===== config.mk =====
export PLATFORM = sky130hd
export DESIGN_NAME = vga_sprite_motion_ctrl
export DESIGN_NICKNAME = d
export VERILOG_FILES = /design/src/rtl/vga_sprite_pkg.sv /design/src/rtl/sprite_bounce_calc.sv /design/src/rtl/vga_sprite_motion_ctrl.sv
export SDC_FILE = /design/constraint.sdc
export NUM_CORES = 1
export LEC_CHECK = 0
export ABC_AREA = 1
export CAP_MARGIN = 20
export CORE_MARGIN = 1
export CORE_UTILIZATION = 53
export CTS_CLUSTER_DIAMETER = 150
export DETAILED_ROUTE_END_ITERATION = 8
export GPL_ROUTABILITY_DRIVEN = 0
export MAX_ROUTING_LAYER = met4
export PLACE_DENSITY_LB_ADDON = 0.05
export SYNTH_ARGS = -nofsm -noshare
export SYNTH_HDL_FRONTEND = slang
export SYNTH_HIERARCHICAL = 1
export SYNTH_SLANG_ARGS = --single-unit

===== constraint.sdc =====
create_clock -name clk -period 3.5 [get_ports clk]
set_input_delay 0.7 -clock clk [delete_from_list [all_inputs] [get_ports clk]]
set_output_delay 0.7 -clock clk [all_outputs]
set_load 0.005 [all_outputs]

===== src/rtl/vga_sprite_pkg.sv =====
// Shared definitions for the sprite motion controller: FSM states and sprite-core register offsets.
// SPRITE_MOTION_ANIM_EN adds the animation-frame write state.
package vga_sprite_pkg;

    localparam int         REG_SEL  = 13;
    localparam logic [1:0] OFS_X0   = 2'd1;
    localparam logic [1:0] OFS_Y0   = 2'd2;
    localparam logic [1:0] OFS_CTRL = 2'd3;

    typedef enum logic [2:0] {
        ST_IDLE,
        ST_CALC,
        ST_WR_X,
        ST_WR_Y
`ifdef SPRITE_MOTION_ANIM_EN
        , ST_WR_CTRL
`endif
    } motion_state_e;

    function automatic logic [13:0] core_reg_addr(input logic [1:0] ofs);
        core_reg_addr = 14'(1 << REG_SEL) | {12'd0, ofs};
    endfunction

endpackage


===== src/rtl/sprite_bounce_calc.sv =====
// One-axis sprite step: adds velocity to position, clamps at 0 / limit and
// reverses velocity when the sprite would leave the visible area.
module sprite_bounce_calc (
    input  logic        [10:0] pos,
    input  logic signed [7:0]  vel,
    input  logic        [10:0] limit,
    output logic        [10:0] next_pos,
    output logic signed [7:0]  next_vel
);

    logic signed [11:0] sum;

    always_comb begin
        sum      = $signed({1'b0, pos}) + $signed({{4{vel[7]}}, vel});
        next_pos = sum[10:0];
        next_vel = vel;
        if (!vel[7] && (vel != 8'sd0) && (sum > $signed({1'b0, limit}))) begin
            next_pos = limit;
            next_vel = -vel;
        end else if (vel[7] && sum[11]) begin
            next_pos = 11'd0;
            next_vel = -vel;
        end
    end

endmodule


===== src/rtl/vga_sprite_motion_ctrl.sv =====
// Moves a sprite once per frame at vertical blank and writes the new position to the sprite core,
// yielding the shared video slot to the CPU. SPRITE_MOTION_ANIM_EN adds periodic animation-frame writes.
//
// state      | meaning
// -----------+-----------------------------------------------------
// ST_IDLE    | waiting for the vblank trigger
// ST_CALC    | register next position/velocity for both axes
// ST_WR_X    | write x0 to the sprite core (stalls while cpu_cs)
// ST_WR_Y    | write y0 to the sprite core (stalls while cpu_cs)
// ST_WR_CTRL | write animation frame index (anim build only)
module vga_sprite_motion_ctrl
    import vga_sprite_pkg::*;
#(
    parameter int H_ACTIVE = 640,
    parameter int V_ACTIVE = 480,
    parameter int SPR_W    = 32,
    parameter int SPR_H    = 32
) (
    input  logic        clk,
    input  logic        reset,
    input  logic [10:0] x,
    input  logic [10:0] y,
    input  logic        cpu_cs,
    input  logic        cpu_write,
    input  logic [13:0] cpu_addr,
    input  logic [31:0] cpu_wr_data,
    input  logic        ctl_cs,
    output logic        cs,
    output logic        write,
    output logic [13:0] addr,
    output logic [31:0] wr_data,
    output logic        busy
);

    localparam logic [10:0] X_LIMIT = 11'(H_ACTIVE - SPR_W);
    localparam logic [10:0] Y_LIMIT = 11'(V_ACTIVE - SPR_H);
    localparam logic [10:0] VB_LINE = 11'(V_ACTIVE);

    motion_state_e      state, state_next;
    logic               enable;
    logic signed [7:0]  vx, vy, calc_vx, calc_vy;
    logic        [10:0] pos_x, pos_y, calc_x, calc_y;
    logic               vb_hit, vb_hit_q, trigger;
    logic               ctl_wr, snoop_x, snoop_y;
    logic               eng_req;
    logic        [13:0] eng_addr;
    logic        [31:0] eng_data;

`ifdef SPRITE_MOTION_ANIM_EN
    logic [7:0] anim_period, anim_cnt;
    logic       anim_due;
    logic [2:0] frame_idx;
`endif

    // Edge-qualified so a frame counter that dwells on (0, V_ACTIVE) fires once
    assign vb_hit  = (x == 11'd0) && (y == VB_LINE);
    assign trigger = enable && vb_hit && !vb_hit_q && (state == ST_IDLE);
    assign ctl_wr  = ctl_cs && cpu_write;
    assign snoop_x = cpu_cs && cpu_write && (cpu_addr == core_reg_addr(OFS_X0));
    assign snoop_y = cpu_cs && cpu_write && (cpu_addr == core_reg_addr(OFS_Y0));
    assign busy    = (state != ST_IDLE);

    sprite_bounce_calc u_calc_x (
        .pos(pos_x), .vel(vx), .limit(X_LIMIT), .next_pos(calc_x), .next_vel(calc_vx)
    );

    sprite_bounce_calc u_calc_y (
        .pos(pos_y), .vel(vy), .limit(Y_LIMIT), .next_pos(calc_y), .next_vel(calc_vy)
    );

    always_ff @(posedge clk) begin
        if (reset) begin
            state    <= ST_IDLE;
            enable   <= 1'b0;
            vx       <= '0;
            vy       <= '0;
            pos_x    <= '0;
            pos_y    <= '0;
            vb_hit_q <= 1'b0;
`ifdef SPRITE_MOTION_ANIM_EN
            anim_period <= '0;
            anim_cnt    <= '0;
            anim_due    <= 1'b0;
            frame_idx   <= '0;
`endif
        end else begin
            state    <= state_next;
            vb_hit_q <= vb_hit;
            if (state == ST_CALC) begin
                pos_x <= calc_x;
                pos_y <= calc_y;
                vx    <= calc_vx;
                vy    <= calc_vy;
            end
            // CPU writes land after the computed update so they take precedence
            if (ctl_wr) begin
                case (cpu_addr[1:0])
                    2'd0: enable <= cpu_wr_data[0];
                    2'd1: vx     <= cpu_wr_data[7:0];
                    2'd2: vy     <= cpu_wr_data[7:0];
`ifdef SPRITE_MOTION_ANIM_EN
                    2'd3: anim_period <= cpu_wr_data[7:0];
`endif
                    default: ;
                endcase
            end
            if (snoop_x) pos_x <= cpu_wr_data[10:0];
            if (snoop_y) pos_y <= cpu_wr_data[10:0];
`ifdef SPRITE_MOTION_ANIM_EN
            if (trigger) begin
                if ((anim_period != 8'd0) && (anim_cnt + 8'd1 == anim_period)) begin
                    anim_cnt <= '0;
                    anim_due <= 1'b1;
                end else begin
                    anim_cnt <= anim_cnt + 8'd1;
                end
            end
            if ((state == ST_WR_CTRL) && !cpu_cs) begin
                frame_idx <= frame_idx + 3'd1;
                anim_due  <= 1'b0;
            end
`endif
        end
    end

    always_comb begin
        state_next = state;
        eng_req    = 1'b0;
        eng_addr   = '0;
        eng_data   = '0;
        case (state)
            ST_IDLE: if (trigger) state_next = ST_CALC;
            ST_CALC: state_next = ST_WR_X;
            ST_WR_X: begin
                eng_req  = 1'b1;
                eng_addr = core_reg_addr(OFS_X0);
                eng_data = {21'd0, pos_x};
                if (!cpu_cs) state_next = ST_WR_Y;
            end
            ST_WR_Y: begin
                eng_req  = 1'b1;
                eng_addr = core_reg_addr(OFS_Y0);
                eng_data = {21'd0, pos_y};
`ifdef SPRITE_MOTION_ANIM_EN
                if (!cpu_cs) state_next = anim_due ? ST_WR_CTRL : ST_IDLE;
`else
                if (!cpu_cs) state_next = ST_IDLE;
`endif
            end
`ifdef SPRITE_MOTION_ANIM_EN
            ST_WR_CTRL: begin
                eng_req  = 1'b1;
                eng_addr = core_reg_addr(OFS_CTRL);
                eng_data = {27'd0, 2'b00, frame_idx + 3'd1};
                if (!cpu_cs) state_next = ST_IDLE;
            end
`endif
            default: state_next = ST_IDLE;
        endcase

        cs      = 1'b0;
        write   = 1'b0;
        addr    = '0;
        wr_data = '0;
        if (cpu_cs) begin
            cs      = 1'b1;
            write   = cpu_write;
            addr    = cpu_addr;
            wr_data = cpu_wr_data;
        end else if (eng_req) begin
            cs      = 1'b1;
            write   = 1'b1;
            addr    = eng_addr;
            wr_data = eng_data;
        end
    end

endmodule

Word level (Yosys, flattened, before mapping)
Index checks and enable logic that the tools add are counted.
{"block": "classes", "addsub": 4, "n_lt_le_gt_ge": 2, "n_eq_ne": 11, "n_mux": 32, "n_reduce_logical": 28}
{"cell": "two-way mux 11 bit", "n": 8}
{"cell": "two-way mux 8 bit", "n": 10}
{"cell": "two-way mux 32 bit", "n": 2}
{"cell": "== test 14 bit, second input constant", "n": 2}
{"cell": "two-way mux 14 bit", "n": 2}
{"cell": "case mux 14 bit (2 select lines)", "n": 1}
{"cell": "adder 12 x 8 -> 12 bit", "n": 2}
{"cell": "case mux 11 bit (2 select lines)", "n": 1}
{"cell": "negator 8 bit", "n": 2}
{"cell": "nonzero test 8 bit", "n": 2}
{"cell": "logical AND 1 bit", "n": 14}
{"cell": "greater-than comparator 12 x 10 -> 1 bit, second input constant", "n": 1}
{"cell": "greater-than comparator 12 x 11 -> 1 bit, second input constant", "n": 1}
{"cell": "case mux 3 bit (4 select lines)", "n": 1}
{"cell": "== test 11 x 9 -> 1 bit, second input constant", "n": 1}
{"cell": "zero test 11 bit", "n": 1}
{"cell": "two-way mux 3 bit", "n": 3}
{"cell": "== test 3 x 2 -> 1 bit, second input constant", "n": 2}
{"cell": "inequality test 2 bit, second input constant", "n": 3}
{"cell": "two-way mux 1 bit", "n": 4}
{"cell": "nonzero test 2 bit", "n": 2}
{"cell": "== test 3 x 1 -> 1 bit, second input constant", "n": 1}
{"cell": "zero test 1 bit", "n": 3}
{"cell": "zero test 3 bit", "n": 1}
{"cell": "other kinds (7)", "n": 7}
{"block": "word_totals", "register_bits": 43, "inputBits": 73, "output_inout_bits": 49, "wordCells": 84}

Logic depth before layout (Yosys ltp)
{"block": "depth", "word_depth": 7, "depth_mapped": 25, "ltp_nobuf": 24}

Hierarchy
The synthesis kept the hierarchy.
{"module": "vga_sprite_motion_ctrl", "instances": 1, "cells_each": 476, "area_per_inst_um2": 2738.9, "seq_area_each_um2": 840.8}
{"module": "sprite_bounce_calc at u_calc_y", "instances": 1, "cells_each": 287, "area_per_inst_um2": 1574.0, "seq_area_each_um2": 0.0}
{"module": "sprite_bounce_calc at u_calc_x", "instances": 1, "cells_each": 285, "area_per_inst_um2": 1549.0, "seq_area_each_um2": 0.0}

Worst setup path before layout
Ideal clock, no wire load.
{"block": "synth_timing", "path_type": "register -> register", "start": "reg vy[0]", "end": "reg vy[5]", "setup_time_ns": 0.119, "t_arrival_ns": 2.801, "required_time_ns": 3.381, "setup_slack_ns": 0.580, "path_stages_with_launch": 26, "path_buffers": 1, "synth_period_minus_slack_ns": 2.920, "cell_sequence": "dfxtp_1 ha_1 inv_1 fa_1 inv_1 nand3_1 nand3_1 nand2_1 nand2_1 nand2_1 nand2_1 inv_1 ha_1 nand2_1 nor2_1 nand3_1 nand3_2 nor2_8 nand2_8 buf_12 nand2_2 nand2_2 nand2_1 nand2_1 o21ai_0 a21oi_1"}
{"block": "synth_via", "elab_chain_len": 7}
{"item": "from (decl)", "line_no": "vga_sprite_motion_ctrl.sv:41", "source": "logic signed [7:0] vx, vy, calc_vx, calc_vy;"}
{"item": "from (signal assigned)", "line_no": "vga_sprite_motion_ctrl.sv:93", "source": "vy <= calc_vy;"}
{"item": "from (signal assigned)", "line_no": "vga_sprite_motion_ctrl.sv:100", "source": "2'd2: vy <= cpu_wr_data[7:0];"}
{"item": "adder 12 x 8 -> 12 bit / nonzero test 8 bit (equally long branches)", "line_no": "sprite_bounce_calc.sv:14, sprite_bounce_calc.sv:17"}
{"item": "greater-than comparator 12 x 10 -> 1 bit, or another cell as far along", "line_no": "sprite_bounce_calc.sv:17", "source": "if (!vel[7] && (vel != 8'sd0) && (sum > $signed({1'b0, limit}))) begin"}
{"item": "logical AND 1 bit / two-way mux 8 bit (equally long branches)", "line_no": "sprite_bounce_calc.sv:17, sprite_bounce_calc.sv:20"}
{"item": "two-way mux 8 bit *", "line_no": "sprite_bounce_calc.sv:17"}
{"item": "net calc_vy[5]", "line_no": "vga_sprite_motion_ctrl.sv:41"}
{"item": "two-way mux 8 bit *", "line_no": "vga_sprite_motion_ctrl.sv:89", "source": "if (state == ST_CALC) begin"}
{"item": "two-way mux 8 bit", "line_no": "vga_sprite_motion_ctrl.sv:97", "source": "case (cpu_addr[1:0])"}
{"item": "two-way mux 8 bit *", "line_no": "vga_sprite_motion_ctrl.sv:96", "source": "if (ctl_wr) begin"}
Mark *: on every way through the listed nets, which the timed path passes. The rest lies on a longest branch.
A chain may end at the register's enable or synchronous reset.

Worst setup path after layout
{"block": "layout_timing", "start": "reg vy[2]", "end": "reg vy[7]"}
Same word-level chain as after synthesis.

==> results by group <==
Worst setup path
  • Delay-heaviest family, CP: simple AND/OR/NAND/NOR gates
  • Cell at the slowest stage of the critical path: dfxtp_1
  • Number of buffers and inverters on the critical path: 1
  • Largest fanout on the critical path: 18
  • Type of element launching the critical path: register
  • Worst endpoint data arrival time: 3390 ps
  • Crit path capture type: register
  • Cell chain of the critical path: ha_1, or2_2, nand3_1, nand2_1, xnor2_1, inv_1, ha_1, nand2_1, nor2_1, nand3_1, nand3_4, nor2_8, nand2_8, nand2_1, nand2_1, nand2_1, nand2_1, o21ai_0, a21oi_1
  • Critical Path RT: 3660 ps
  • Worst setup path class: register to register
  • Delay of the slowest cell on the worst path: between 400 and 500 ps
  • Most common cell on crit path: nand2_1

Logic synthesis
  • Async set or reset register ratio after synthesis: 0
  • Parity-gate share of the synthesized area counting xor and xnor cells: 0.0299
  • Post-synth design cell area: around 5900 um2
  • Post-synthesis share of cell area spent on and, or, nand and nor gates: 0.477
  • Number of synthesis warnings: 6
  • Synthesized instance count: 1,048
  • Mux share of post-synthesis cell area: 0
  • Post-synthesis cell type count: 37
  • Post-Synthesis Mean Instance Area: approximately 5.6 um2
  • Combinational family with the most area after synthesis: simple AND/OR/NAND/NOR gates
  • Share of synthesized area occupied by flip-flops and latches: 0.143
  • Most common flop cell mapped by yosys: dfxtp_1
  • FF+latch count, synth: 42
  • Post-Synth Adder-Cell Area: 0.122
  • EDFF count, synth: 0
  • Share of the synthesized area in compound gates (AO/OA/AOI/OAI): 0.0843

Timing
  • Total count of max-transition violations in the final report: 0
  • Tightest slew margin relative to the limit: 0.440
  • Final Hold Viols: 0
  • Peak Freq: ~300 MHz
  • Final worst slack: 261 ps
  • Final setup violation count: 0
  • Period utilisation layout: 0.925
  • Clk_skew: 9.32 ps
  • Pin slew with the least headroom to its limit: between 800 and 900 ps
  • Post-layout minimum cycle time: 3240 ps

Place
  • Pre-CTS setup slack: 57.2 ps
  • Input/output buffers: 121
  • DP HPWL: ~13 mm
  • Placed instance area: slightly above 7000 um2
  • Cell Count Post-Placement: 1,325

Final layout
  • Highest-count cells in the layout ignoring fill and taps: nand2_1, inv_1, nor2_1
  • Fin area: 7500 um2
  • Share of final-layout standard cells stronger than drive strength 1: 0.0829
  • Net total in the final layout: 1,336
  • Antenna diode count: 0
  • Most common cell after layout, fill and taps aside: nand2_1
  • Final Non-Filler Cells: roughly 1,300
  • Area Growth Syn to Fin: 27.9%

Floorplan
  • Core area: between 10,000 and 15,000 um2
  • Vert. Die Dim: 107 um
  • Count of standard-cell rows: 38
  • Number of placed I/O pins: around 120
  • Die width: roughly 110 um
  • Die Area: 11,500 um2
  • Initial Util: 0.543

Routing
  • WL per Instance: 11.9 um
  • Antenna violation net count after detailed routing: 0
  • Number of search-and-repair iterations in the first detailed-routing pass: 7
  • Iteration-0 DRC Markers: 350
  • Via count normalized by instance count: 4.82
  • Number of DRC violations after detailed routing: 0
  • Overall via count from detail_route: 6,491
  • Wirelength, routed: ~16 mm

CTS
  • Clock Tree Root: clkbuf_8
  • Number of sinks on the clock net: 42
  • CTS H-tree lvls: 2
  • CTS buffer count: 5
  • Clock tree from TritonCTS: built
  • CTS max path bufs: 2
  • Clock edge transition at the registers on the reported setup and hold paths: 80 ps
  • Clock insertion delay at the later pin of the skew report: 300 ps

Global routing
  • GRT Max-Usage Layer: met2
  • Tot GR Track Use: 0.282
  • Met3 Resource Use GR: 0.0164
  • Largest net degree at the start of global routing: 39
  • Total global routing overflow: 0
  • Met2 track utilization from global routing: 0.503
  • Number of global-route vias before repair: 5,610
  • Wire length of the first global-routing pass: 25.9 mm
  • Initial antenna violation count: 0
  • Met1 Resource Use GR: 0.348

Flow run
  • Reported max-cap violation count: 0

Power and ir drop
  • Total leakage power: 4.27 nW
  • Peak VDD IR: 0.166 mV
  • Power density over the cells: roughly 270 nW/um2

Run status
  • Run status: finished clean

Hold path
  • Class of the tightest hold or removal check: register to register
[synth_stat cells, types with 3 or more instances]
library cell | number | share of area
dfxtp_1 | 42 | 0.14
inv_1 | 154 | 0.099
clkbuf_1 | 16 | 0.010
inv_2 | 5 | 0.0032
xnor2_1 | 8 | 0.012
buf_6 | 4 | 0.0077
nand2_1 | 360 | 0.23
or2_2 | 3 | 0.0032
ha_1 | 54 | 0.12
a21oi_1 | 49 | 0.042
buf_1 | 5 | 0.0032
nand3_1 | 83 | 0.071
buf_2 | 5 | 0.0043
o21ai_0 | 33 | 0.028
buf_4 | 6 | 0.0077
nand3b_1 | 4 | 0.0051
xor2_1 | 12 | 0.018
a22oi_1 | 8 | 0.010
nor2_2 | 4 | 0.0043
nand4_1 | 7 | 0.0075
nand2_2 | 31 | 0.033
nor2_1 | 126 | 0.081
nand3_2 | 5 | 0.0085
[area by class of cell]
cell class / instances / area, um2
Tap cell: 140 / 175
Multi-Input combinational cell: 852 / 4400
Timing Repair Buffer: 147 / 1400
Fill cell: 1028 / 3290
Clock buffer: 6 / 82.6
Inverter: 159 / 597
Sequential cell: 42 / 843
[routing by layer]
layer / vias to the layer above / part of all wire
li1: 3506 / -
met1: 2828 / 0.45
met2: 140 / 0.50
met3: 17 / 0.033
met4: 0 / 0.015
met5: - / 0
[sequential cells by signal (all words and copies together) (netlist names)]
register	cells
state	2
pos_y	11
enable	1
pos_x	11
vy	8
vx	8
vb_hit_q	1
[through the flow]
step,util,power [mW],TNS (ps),hold slack [ps]
final,0.695,2.05,0,525
after global routing,0.695,2.21,-2.07,549
after CTS,0.680,1.97,0,528
after detailed placement,0.672,1.65,0,522
after global placement,0.672,1.64,0,501
after floorplan,-,1.33,0,482
[report_power, final]
group	switching (mW)	total, mW	internal [mW]
logic	0.673	1.17	0.498
registers	0.0456	0.558	0.512
clock network	0.167	0.320	0.152
[what timing repair did]
| item | CTS | global route |
|---|---|---|
| hold buffers | 0 | 0 |
| hold endpoints to repair | 0 | 0 |
| resized for setup | 0 | 9 |
| setup buffers | 0 | 14 |
| endpoints found under the setup margin | 0 | 33 |
[worst paths after layout]
path	end	slack [ps]	start	depth (start not counted)
max	vy[7]	260	vy[2]	19
min reg2reg	enable	530	enable	2
max reg2reg	vy[7]	260	vy[2]	19
min	enable	530	enable	2
[tightest hold or removal path, cell delays in order (launching register included)]
cell and delay (ps):
dfxtp_1 320, a21oi_1 110, a311oi_1 50
[cells by family (layout without fill, tap and decap cells)]
family / Yosys count / in the layout
XOR/XNOR: 20 / 20
AND/OR/NAND/NOR: 638 / 639
adder cells (fa/ha/maj): 56 / 56
AO/OA/AOI/OAI: 93 / 93
flip-flops: 42 / 42
other: 2 / 44
buffers and inverters: 197 / 312
Power figures use the tool's default switching activity.
